[config.mk]
export PLATFORM = sky130hd
export DESIGN_NAME = servo_pulse_decoder
export DESIGN_NICKNAME = d
export VERILOG_FILES = /design/src/rtl/servo_pulse_decoder.sv
export SDC_FILE = /design/constraint.sdc
export NUM_CORES = 1
export LEC_CHECK = 0
export ABC_AREA = 0
export CELL_PAD_IN_SITES_DETAIL_PLACEMENT = 2
export CELL_PAD_IN_SITES_GLOBAL_PLACEMENT = 2
export CORE_MARGIN = 8
export CORE_UTILIZATION = 38
export CTS_CLUSTER_SIZE = 30
export DETAILED_ROUTE_END_ITERATION = 8
export GPL_ROUTABILITY_DRIVEN = 1
export PLACE_DENSITY_LB_ADDON = 0.25
export RECOVER_POWER = 25
export SYNTH_ARGS = -nofsm -noshare
export SYNTH_HDL_FRONTEND = slang
export SYNTH_SLANG_ARGS = --single-unit
[constraint.sdc]
create_clock -name clock -period 6.14 [get_ports clock]
set_clock_uncertainty 0.05 [all_clocks]
set_input_delay 1.228 -clock clock [delete_from_list [all_inputs] [get_ports clock]]
set_output_delay 1.228 -clock clock [all_outputs]
set_load 0.05 [all_outputs]
[src/rtl/servo_pulse_decoder.sv]
// Servo PWM decoder: measures high width and rising-to-rising period of a synchronized input,
// publishing angle/width/period for in-range frames and flagging bad frames or signal loss.
module servo_pulse_decoder #(
    parameter int MIN_HIGH   = 50000,
    parameter int MAX_HIGH   = 100000,
    parameter int STEP       = 500,
    parameter int PERIOD_MIN = 900000,
    parameter int PERIOD_MAX = 1100000,
    parameter int TIMEOUT    = 1200000
) (
    input  logic        clock,
    input  logic        reset,
    input  logic        enable,
    input  logic        servo_in,
    output logic [9:0]  angle,
    output logic [20:0] pulse_width,
    output logic [20:0] period,
    output logic        valid,
    output logic        frame_err,
    output logic        lost
);
    localparam logic [20:0] CNT_MAX   = 21'h1F_FFFF;
    localparam logic [20:0] MIN_W     = 21'(MIN_HIGH);
    localparam logic [20:0] MAX_W     = 21'(MAX_HIGH);
    localparam logic [20:0] PMIN_W    = 21'(PERIOD_MIN);
    localparam logic [20:0] PMAX_W    = 21'(PERIOD_MAX);
    localparam logic [20:0] TIMEOUT_W = 21'(TIMEOUT);
    localparam logic [20:0] STEP_LAST = 21'(STEP - 1);

    typedef enum logic [1:0] {WAIT_RISE, HIGH, LOW} state_t;
    state_t state, state_nxt;

    logic        sync1, sync2, sync3;
    logic        rise, fall;
    logic [20:0] width_cnt, period_cnt, step_cnt;
    logic [20:0] width_inc, period_inc;
    logic [9:0]  angle_acc;
    logic        seen_edge, timeout, frame_ok;

    always_ff @(posedge clock or posedge reset) begin
        if (reset) begin
            sync1 <= 1'b0;
            sync2 <= 1'b0;
            sync3 <= 1'b0;
        end else begin
            sync1 <= servo_in;
            sync2 <= sync1;
            sync3 <= sync2;
        end
    end

    assign rise       = sync2 & ~sync3;
    assign fall       = ~sync2 & sync3;
    assign width_inc  = (width_cnt == CNT_MAX) ? width_cnt : width_cnt + 21'd1;
    assign period_inc = (period_cnt == CNT_MAX) ? period_cnt : period_cnt + 21'd1;
    // WAIT_RISE only watches for loss once an edge has been seen since enable
    assign timeout    = (period_cnt == TIMEOUT_W) && ((state != WAIT_RISE) || seen_edge);
    assign frame_ok   = (width_cnt >= MIN_W) && (width_cnt <= MAX_W) &&
                        (period_cnt >= PMIN_W) && (period_cnt <= PMAX_W);

    always_ff @(posedge clock or posedge reset) begin
        if (reset) begin
            state <= WAIT_RISE;
        end else begin
            state <= state_nxt;
        end
    end

    always_comb begin
        state_nxt = state;
        if (!enable || timeout) begin
            state_nxt = WAIT_RISE;
        end else begin
            case (state)
                WAIT_RISE: if (rise) state_nxt = HIGH;
                HIGH:      if (fall) state_nxt = LOW;
                LOW:       if (rise) state_nxt = HIGH;
                default:   state_nxt = WAIT_RISE;
            endcase
        end
    end

    always_ff @(posedge clock or posedge reset) begin
        if (reset) begin
            width_cnt   <= '0;
            period_cnt  <= '0;
            step_cnt    <= '0;
            angle_acc   <= '0;
            seen_edge   <= 1'b0;
            angle       <= '0;
            pulse_width <= '0;
            period      <= '0;
            valid       <= 1'b0;
            frame_err   <= 1'b0;
            lost        <= 1'b0;
        end else begin
            valid     <= 1'b0;
            frame_err <= 1'b0;
            if (!enable || timeout) begin
                width_cnt  <= '0;
                period_cnt <= '0;
                step_cnt   <= '0;
                angle_acc  <= '0;
                if (!enable) begin
                    seen_edge <= 1'b0;
                end else begin
                    lost <= 1'b1;
                end
            end else begin
                if (rise) begin
                    seen_edge <= 1'b1;
                end
                if (rise && state == LOW) begin
                    if (frame_ok) begin
                        angle       <= angle_acc;
                        pulse_width <= width_cnt;
                        period      <= period_cnt;
                        valid       <= 1'b1;
                        lost        <= 1'b0;
                    end else begin
                        frame_err <= 1'b1;
                    end
                end
                if (rise && state != HIGH) begin
                    width_cnt  <= 21'd1;
                    period_cnt <= 21'd1;
                    step_cnt   <= '0;
                    angle_acc  <= '0;
                end else if (state == HIGH) begin
                    period_cnt <= period_inc;
                    // angle = floor((width - MIN_HIGH) / STEP), tallied one sample at a time
                    if (!fall && width_cnt != CNT_MAX) begin
                        width_cnt <= width_inc;
                        if (width_inc > MIN_W) begin
                            if (step_cnt == STEP_LAST) begin
                                step_cnt <= '0;
                                if (angle_acc != 10'h3FF) begin
                                    angle_acc <= angle_acc + 10'd1;
                                end
                            end else begin
                                step_cnt <= step_cnt + 21'd1;
                            end
                        end
                    end
                end else if (state == LOW || seen_edge) begin
                    period_cnt <= period_inc;
                end
            end
        end
    end

endmodule

==> results.rst, run 1 <==
.. list-table::
   :header-rows: 1

   * - Metric
     - Value
   * - Deepest level of the CTS H-tree
     - 4
   * - Count of cells resized by post-cts repair
     - 0
   * - Shortest clock period the worst path allows after layout
     - 4.50 ns
   * - Antenna violations before repair
     - 0
   * - FILL cells
     - 1905
   * - Vias per inst
     - 5.86
   * - Diode insertion count for antenna repair
     - 0
   * - Sequential fraction of the synthesis area
     - 48.0%
   * - Global-route congestion overflow total
     - 0
   * - Synth Register Bits
     - between 100 and 150
   * - Leakage power summed over all cells
     - 3.54 nW
   * - Highest achievable clock rate
     - 222 MHz
   * - Area inside the core boundary
     - 18000 um^2
   * - Number of routed nets with antenna violations
     - 0
   * - Design Area, Final
     - about 8300 um^2
   * - Number of detailed-routing iterations run before antenna repair
     - 4
   * - Nets in the synthesized netlist
     - 716
   * - Setup total negative slack
     - 0 ns
   * - Number of buffers added on ports
     - 58
   * - Total detailed-routing wirelength
     - 21.8 mm
   * - All-Layer GR Usage
     - 20.1%
   * - Number of setup violations in the final report
     - 0
   * - Hold violation total from the final report
     - 0
   * - Post-CTS Repair Setup Buffers
     - 0
   * - Post-route clock period utilization
     - about three quarters
   * - Synth warn
     - 0
   * - Worst r2r dst
     - step_cnt[7]$_DFFE_PP0P_
   * - Clock transition time at the flip-flop clock pins of the worst setup and hold paths
     - 0.06 ns
   * - Longest Clk Path Bufs
     - 2
   * - Share of the core filled with cells in the final layout
     - around 46%
   * - Buffer cell driving the clock tree root
     - clkbuf_16
   * - # hold bufs at CTS
     - 0
   * - Final HPWL from detailed placement
     - 14.6 mm
   * - Sw frac
     - 24.0%
   * - Final-layout worst hold slack
     - around 0.34 ns
   * - Pwr Total
     - 2.05 mW
   * - Die Y-Extent
     - ~150 um
   * - Critical Path Sink Type
     - asynchronous set/reset pin
   * - Area after detailed placement
     - between 7000 and 8000 um^2
   * - Vias
     - roughly 5800
   * - Layout cell share with drive strength beyond 1
     - 6.69%
   * - Violated checks
     - capacitance limit, slew limit
   * - Worst r2r src
     - period_cnt[0]$_DFFE_PP0P_
   * - Violation count after the first detailed-routing iteration
     - 313
   * - Setup slack, reg-to-reg
     - 2.29 ns
   * - Pin count of the biggest net entering global routing
     - 89
   * - Logic pwr share
     - 4.6%
   * - CTS tree
     - done
   * - Power Dens Cells
     - ~250 nW/um^2
   * - Die area
     - 23000 um^2
   * - Synth Flop Type
     - dfrtp_1
   * - Clock buffer count from CTS
     - 17
   * - Type of origin of the critical path
     - primary input
   * - Number of design rule violations left after detail routing
     - 0
   * - Number of slew-limit violations in the final report
     - 89
   * - IO Count
     - 59
   * - CP Data Arrival Time
     - 4.95 ns
   * - Run status
     - finished, violations left
   * - Number of clock sinks
     - between 100 and 150
   * - Power Internal
     - 1.56 mW
   * - Largest fanout of any net on the critical path
     - 88
   * - Proportion of power drawn by flip-flops and latches
     - 43.9%
   * - Die Span X
     - 152 um
   * - Critical Setup Path Class
     - primary input to asynchronous set/reset pin
   * - Synth Cell Area
     - roughly 7000 um^2
   * - Worst reg2reg path depth
     - 11
   * - CP required
     - 6.59 ns
   * - Post-synthesis average cell area
     - 9.90 um^2
   * - Async set-reset flop share out of synthesis
     - 100%
   * - Detail-routed net length per standard cell
     - 22.0 um
   * - EDFF count, synth
     - 0
   * - Initial Utilization
     - 38.8%
   * - Max Cap Violations
     - 1
   * - Worst setup path startpoint
     - reset
   * - Capturing element of the worst setup path
     - step_cnt[10]$_DFFE_PP0P_
   * - Least-Margin Pin Slew
     - 3.48 ns
   * - Setup repair after global routing missed its margin
     - false
   * - Commonest non-fill, non-tap cells in the layout
     - 134 x dfrtp_1, 79 x nor2_1, 57 x clkdlybuf4s50_1
   * - Most common library cell in the layout ignoring fill and taps
     - dfrtp_1
   * - Post-synthesis to final-layout area growth
     - 18.7%
   * - Number of placement rows
     - just under 50
   * - Netlist cell types
     - 73
   * - Net switching power
     - 493 uW
   * - Global placement routability congestion
     - 0.820
   * - Wire length of the first global-routing pass
     - 36.2 mm
   * - Worst min-delay path class
     - flip-flop to flip-flop
   * - Clk pwr share
     - about half
   * - Instance count of the mapped netlist
     - 706
   * - Maximum VDD drop
     - 0.255 mV
   * - Clock Latency Late Sink
     - 0.43 ns
   * - Via count of the first global-routing pass
     - 6391
   * - Worst max-slew margin expressed relative to the limit
     - -132%
   * - Net count reported at finish
     - 759
## how the worst min path moves through the flow
stage | start | endpoint | slack (ns) | depth (start not counted)
global route | sync1$_DFF_PP0_ | sync2$_DFF_PP0_ | 0.34 | 0
floorplan | sync1$_DFF_PP0_ | sync2$_DFF_PP0_ | 0.28 | 0
global placement | sync1$_DFF_PP0_ | sync2$_DFF_PP0_ | 0.32 | 0
detailed placement | sync1$_DFF_PP0_ | sync2$_DFF_PP0_ | 0.32 | 0
CTS | sync1$_DFF_PP0_ | sync2$_DFF_PP0_ | 0.33 | 0
finish | sync1$_DFF_PP0_ | sync2$_DFF_PP0_ | 0.34 | 0
## cell type report
class | count | area (um^2) | share of cell area (%)
clock buffer | 18 | 429 | 5.17
clock inverter | 14 | 173 | 2.08
inverter | 21 | 78.8 | 0.950
multi-input combinational | 511 | 3350 | 40.4
sequential | 134 | 3350 | 40.4
tap | 229 | 287 | 3.45
timing repair buffer | 64 | 626 | 7.54
## critical path, cell delays in order
cell and delay, ns:
clkdlybuf4s50_1 0.41, inv_1 2.43, buf_4 0.84
## cell usage after synthesis (3+ instances only)
library cell / instances / share of area [%]
o2111ai_1: 3 / 0.38
nand2b_1: 8 / 0.72
nand2_1: 43 / 2.3
nand4_1: 19 / 1.7
o22ai_1: 3 / 0.27
nor3_1: 20 / 1.4
buf_6: 4 / 0.64
a31oi_1: 5 / 0.45
buf_1: 4 / 0.21
buf_2: 10 / 0.72
and3_1: 21 / 1.9
nor2_1: 79 / 4.2
o211ai_1: 3 / 0.32
o31a_1: 3 / 0.38
xor2_1: 19 / 2.4
xnor2_1: 22 / 2.8
nor2b_1: 12 / 1.1
o31ai_1: 21 / 2.3
nor4_1: 9 / 0.81
and2_1: 5 / 0.45
buf_4: 3 / 0.32
clkbuf_1: 19 / 1.0
o21ai_1: 22 / 1.6
o41ai_1: 3 / 0.38
ha_1: 6 / 1.1
a21oi_1: 24 / 1.7
o21ai_0: 14 / 1.0
nand3_1: 35 / 2.5
and4_1: 4 / 0.50
mux2_1: 46 / 7.4
dfrtp_1: 134 / 48
a21o_1: 4 / 0.43
mux2_2: 3 / 0.48
inv_1: 21 / 1.1
or3_1: 10 / 0.89
## cell families (layout without fill, tap and decap cells)
family	Yosys count	in the layout	share of synthesized area, %
AO/OA/AOI/OAI	131	131	12.7
AND/OR/NAND/NOR	284	284	21.2
flip-flops	134	134	48.0
multiplexers	49	49	7.89
adder cells (fa/ha/maj)	6	6	1.07
XOR/XNOR	41	41	5.14
buffers and inverters	61	117	4.05
## sequential cells by signal (all words and copies together) (netlist names), 2 cells and up
name / flops
angle: 10
step_cnt: 21
period: 21
width_cnt: 21
period_cnt: 21
state: 2
angle_acc: 10
pulse_width: 21
## metal layers
metal / track usage (%) / vias up / wire (um)
met5: 0 / - / 0
met4: 6.52 / 0 / 346
met3: 3.47 / 26 / 661
met2: 34.4 / 91 / 11000
met1: 25.2 / 3066 / 9810
li1: - / 2629 / -
## per-stage QoR
step	instances	worst slack, ns
4_1_cts	991	2.28
2_1_floorplan	706	1.28
5_1_grt	991	0.973
3_3_place_gp	959	2.36
3_5_place_dp	959	2.14
6_report	991	1.64
## power by group through the flow
stage	clock network [mW]	registers, mW	logic [mW]
after floorplan	0	0.912	0.0656
after global routing	1.11	0.901	0.106
after detailed placement	0	0.915	0.0945
after global placement	0	0.914	0.0900
after CTS	1.07	0.899	0.0969
final	1.06	0.899	0.0939
(Power assumes the default switching activity.)
==> inputs of run 2 (changes only) <==
CORE_UTILIZATION = 34   (was 38)
clock period = 4 ns   (was 6.14 ns; I/O delays follow)
==> run 2 against run 1 <==
The flow still finishes with violations (capacitance limit, slew limit). First-iteration DRC count fell by 14%. Count of clock-buffer cells in the layout unchanged. Hold slack improved by 0.0072 ns. Routed wire length decreased by 2.9%. Sequential share of layout area fell by 0.83 points. Total power increased by 56%. Highest routed layer unchanged.
==> results.rst, run 2 (synthesis results as in run 1) <==
.. list-table::
   :header-rows: 1

   * - Metric
     - Value
   * - Run status
     - finished, violations left
   * - Count of cells resized by post-cts repair
     - 0 (unchanged)
   * - Violation count after the first detailed-routing iteration
     - 268 (-14%)
   * - Shortest clock period the worst path allows after layout
     - 3.69 ns
   * - Wire length of the first global-routing pass
     - 35.7 mm (-1.3%)
   * - Minimum setup slack after placement
     - 0.376 ns (-1.76 ns)
   * - Buffer cell driving the clock tree root
     - clkbuf_16
   * - Detail-routed net length per standard cell
     - 20.3 um (-7.8%)
   * - Setup repair after global routing missed its margin
     - false
   * - Largest fanout of any net on the critical path
     - 26 (-70%)
   * - Leakage power summed over all cells
     - 3.61 nW (+1.8%)
   * - Initial Utilization
     - 34.5% (-4.2 points)
   * - Ordered list of cells on the worst path
     - ha_1, nand3_2, or4_4, mux2_1, or3_1, a211oi_2, o211a_4, buf_4, o21ai_1, o31ai_1
   * - Hold violation total from the final report
     - 0 (unchanged)
   * - Worst min-delay path class
     - flip-flop to flip-flop
   * - Setup total negative slack
     - 0 ns (unchanged)
   * - Deepest level of the CTS H-tree
     - 4 (unchanged)
   * - Violated checks
     - capacitance limit, slew limit
   * - Highest achievable clock rate
     - 271 MHz
   * - Longest Clk Path Bufs
     - 2 (unchanged)
   * - Number of routed nets with antenna violations
     - 0 (unchanged)
   * - Maximum single-stage delay on the critical path
     - 0.63 ns (-1.80 ns)
   * - Post-CTS Repair Setup Buffers
     - 0 (unchanged)
   * - Design Area, Final
     - 8470 um^2 (+2.1%)
   * - IO Count
     - 59 (unchanged)
   * - Net count reported at finish
     - 772 (+1.7%)
   * - # hold bufs at CTS
     - 0 (unchanged)
   * - Critical Setup Path Class
     - flip-flop to flip-flop
   * - All-Layer GR Usage
     - 17.2% (-2.9 points)
   * - Least-Margin Pin Slew
     - 1.96 ns (-1.52 ns)
   * - CTS tree
     - done
   * - FILL cells
     - 2122 (+11%)
   * - Global-route congestion overflow total
     - 0 (unchanged)
   * - Max Cap Violations
     - 1 (unchanged)
   * - Number of setup violations in the final report
     - 0 (unchanged)
   * - Number of slew-limit violations in the final report
     - 44 (-51%)
   * - Number of placement rows
     - 52 (+6.1%)
   * - Type of origin of the critical path
     - flip-flop
   * - Area after detailed placement
     - 7890 um^2 (+2.4%)
   * - Die Y-Extent
     - 159 um (+5.1%)
   * - Number of clock sinks
     - 134 (unchanged)
   * - Commonest non-fill, non-tap cells in the layout
     - 134 x dfrtp_1, 79 x nor2_1, 56 x clkdlybuf4s50_1
   * - Clock transition time at the flip-flop clock pins of the worst setup and hold paths
     - 0.06 ns (about the same)
   * - Number of buffers added on ports
     - 58 (unchanged)
   * - Number of detailed-routing iterations run before antenna repair
     - 4 (unchanged)
   * - Global placement routability congestion
     - 0.806 (-1.7%)
   * - Die Span X
     - 159 um (+5.1%)
   * - Critical Path Sink Type
     - flip-flop
   * - Final cell count without fillers
     - 1043 (+5.2%)
   * - Post-route clock period utilization
     - between 90 and 100%
   * - Most common library cell in the layout ignoring fill and taps
     - dfrtp_1
   * - Maximum VDD drop
     - 0.308 mV (+21%)
   * - Post-synthesis to final-layout area growth
     - 21.2%
   * - Number of design rule violations left after detail routing
     - 0 (unchanged)
   * - CP Data Arrival Time
     - 3.96 ns (-0.99 ns)
   * - Final HPWL from detailed placement
     - 14.9 mm (+2.5%)
   * - Die area
     - 25400 um^2 (+10%)
   * - Worst path slowest cell
     - or4_4
   * - Number of instances in the placed design
     - 1013 (+5.6%)
   * - Diode insertion count for antenna repair
     - 0 (unchanged)
   * - Worst max-slew margin expressed relative to the limit
     - -31.5% (+100 points)
   * - Slack of the critical path
     - 0.313 ns (-1.33 ns)
   * - Pwr Total
     - 3.19 mW (+56%)
   * - Layout cell share with drive strength beyond 1
     - 8.28% (+1.6 points)
   * - Power Dens Cells
     - 377 nW/um^2 (+53%)
   * - Pin count of the biggest net entering global routing
     - 55 (-38%)
   * - Antenna violations before repair
     - 0 (unchanged)
   * - Area inside the core boundary
     - 20200 um^2 (+12%)
   * - Via count of the first global-routing pass
     - 6516 (+2.0%)
   * - Clock Latency Late Sink
     - 0.42 ns (about the same)
   * - Total detailed-routing wirelength
     - 21.2 mm (-2.9%)
   * - CP required
     - 4.28 ns (-2.31 ns)
   * - Vias per inst
     - 5.49 (-6.5%)
   * - Vias
     - 5721 (-1.6%)
   * - Clock buffer count from CTS
     - 17 (unchanged)
-- run 2: changes by cell type in the layout (fill, tap and decap cells not counted), sizes merged, moves of 2 or more --
| cell | change |
|---|---|
| clkbuf | +2 |
| inv | -4 |
| buf | +11 |
| clkinvlp | +2 |
-- run 2: area by class of cell --
cell class / count / area (um^2) / share of cell area, %
multi-input combinational: 511 / 3350 / 39.6
timing repair buffer: 77 / 731 / 8.62
clock inverter: 12 / 179 / 2.11
inverter: 21 / 80.1 / 0.945
clock buffer: 18 / 439 / 5.18
tap: 270 / 338 / 3.99
sequential: 134 / 3350 / 39.6
-- run 2: per-stage QoR --
step	hold slack, ns	util, %
6_report	0.344	41.9
5_1_grt	0.360	41.9
4_1_cts	0.347	42.0
3_5_place_dp	0.331	39.0
3_3_place_gp	0.328	39.0
2_1_floorplan	0.281	-
-- run 2: power breakdown --
| part | switching (mW) | internal, mW | total, mW |
|---|---|---|---|
| Clock | 0.610 | 1.05 | 1.66 |
| Combinational | 0.110 | 0.0409 | 0.151 |
| Sequential | 0.0144 | 1.37 | 1.38 |
-- run 2: final timing paths --
check / startpoint / to / slack, ns / depth (start not counted)
min in group asynchronous: reset / angle[4]$_DFFE_PP0P_ / 1.28 / 2
min: sync1$_DFF_PP0_ / sync2$_DFF_PP0_ / 0.34 / 0
min reg2reg: sync1$_DFF_PP0_ / sync2$_DFF_PP0_ / 0.34 / 0
max in group asynchronous: reset / period[17]$_DFFE_PP0P_ / 0.77 / 3
max reg2reg: width_cnt[1]$_DFFE_PP0P_ / angle_acc[3]$_DFFE_PP0P_ / 0.31 / 10
max: width_cnt[1]$_DFFE_PP0P_ / angle_acc[3]$_DFFE_PP0P_ / 0.31 / 10
-- run 2: critical path: cells and delay by family (launching register included) --
family	cells	cell delay, ns
buffers and inverters	1	0.22
muxes	1	0.32
AOI/OAI and AO/OA	4	0.83
adders and majority gates	1	0.43
DFF	1	0.52
and+or+nand+nor	3	1.21
-- run 2: per-layer routing --
| layer | GRT usage, % | routed length, um | up-vias |
|---|---|---|---|
| met4 | 5.87 | 305 | 0 |
| met3 | 2.97 | 543 | 20 |
| met2 | 29.3 | 10500 | 81 |
| met5 | 0 | 0 | - |
| met1 | 21.7 | 9820 | 2974 |
| li1 | - | - | 2646 |
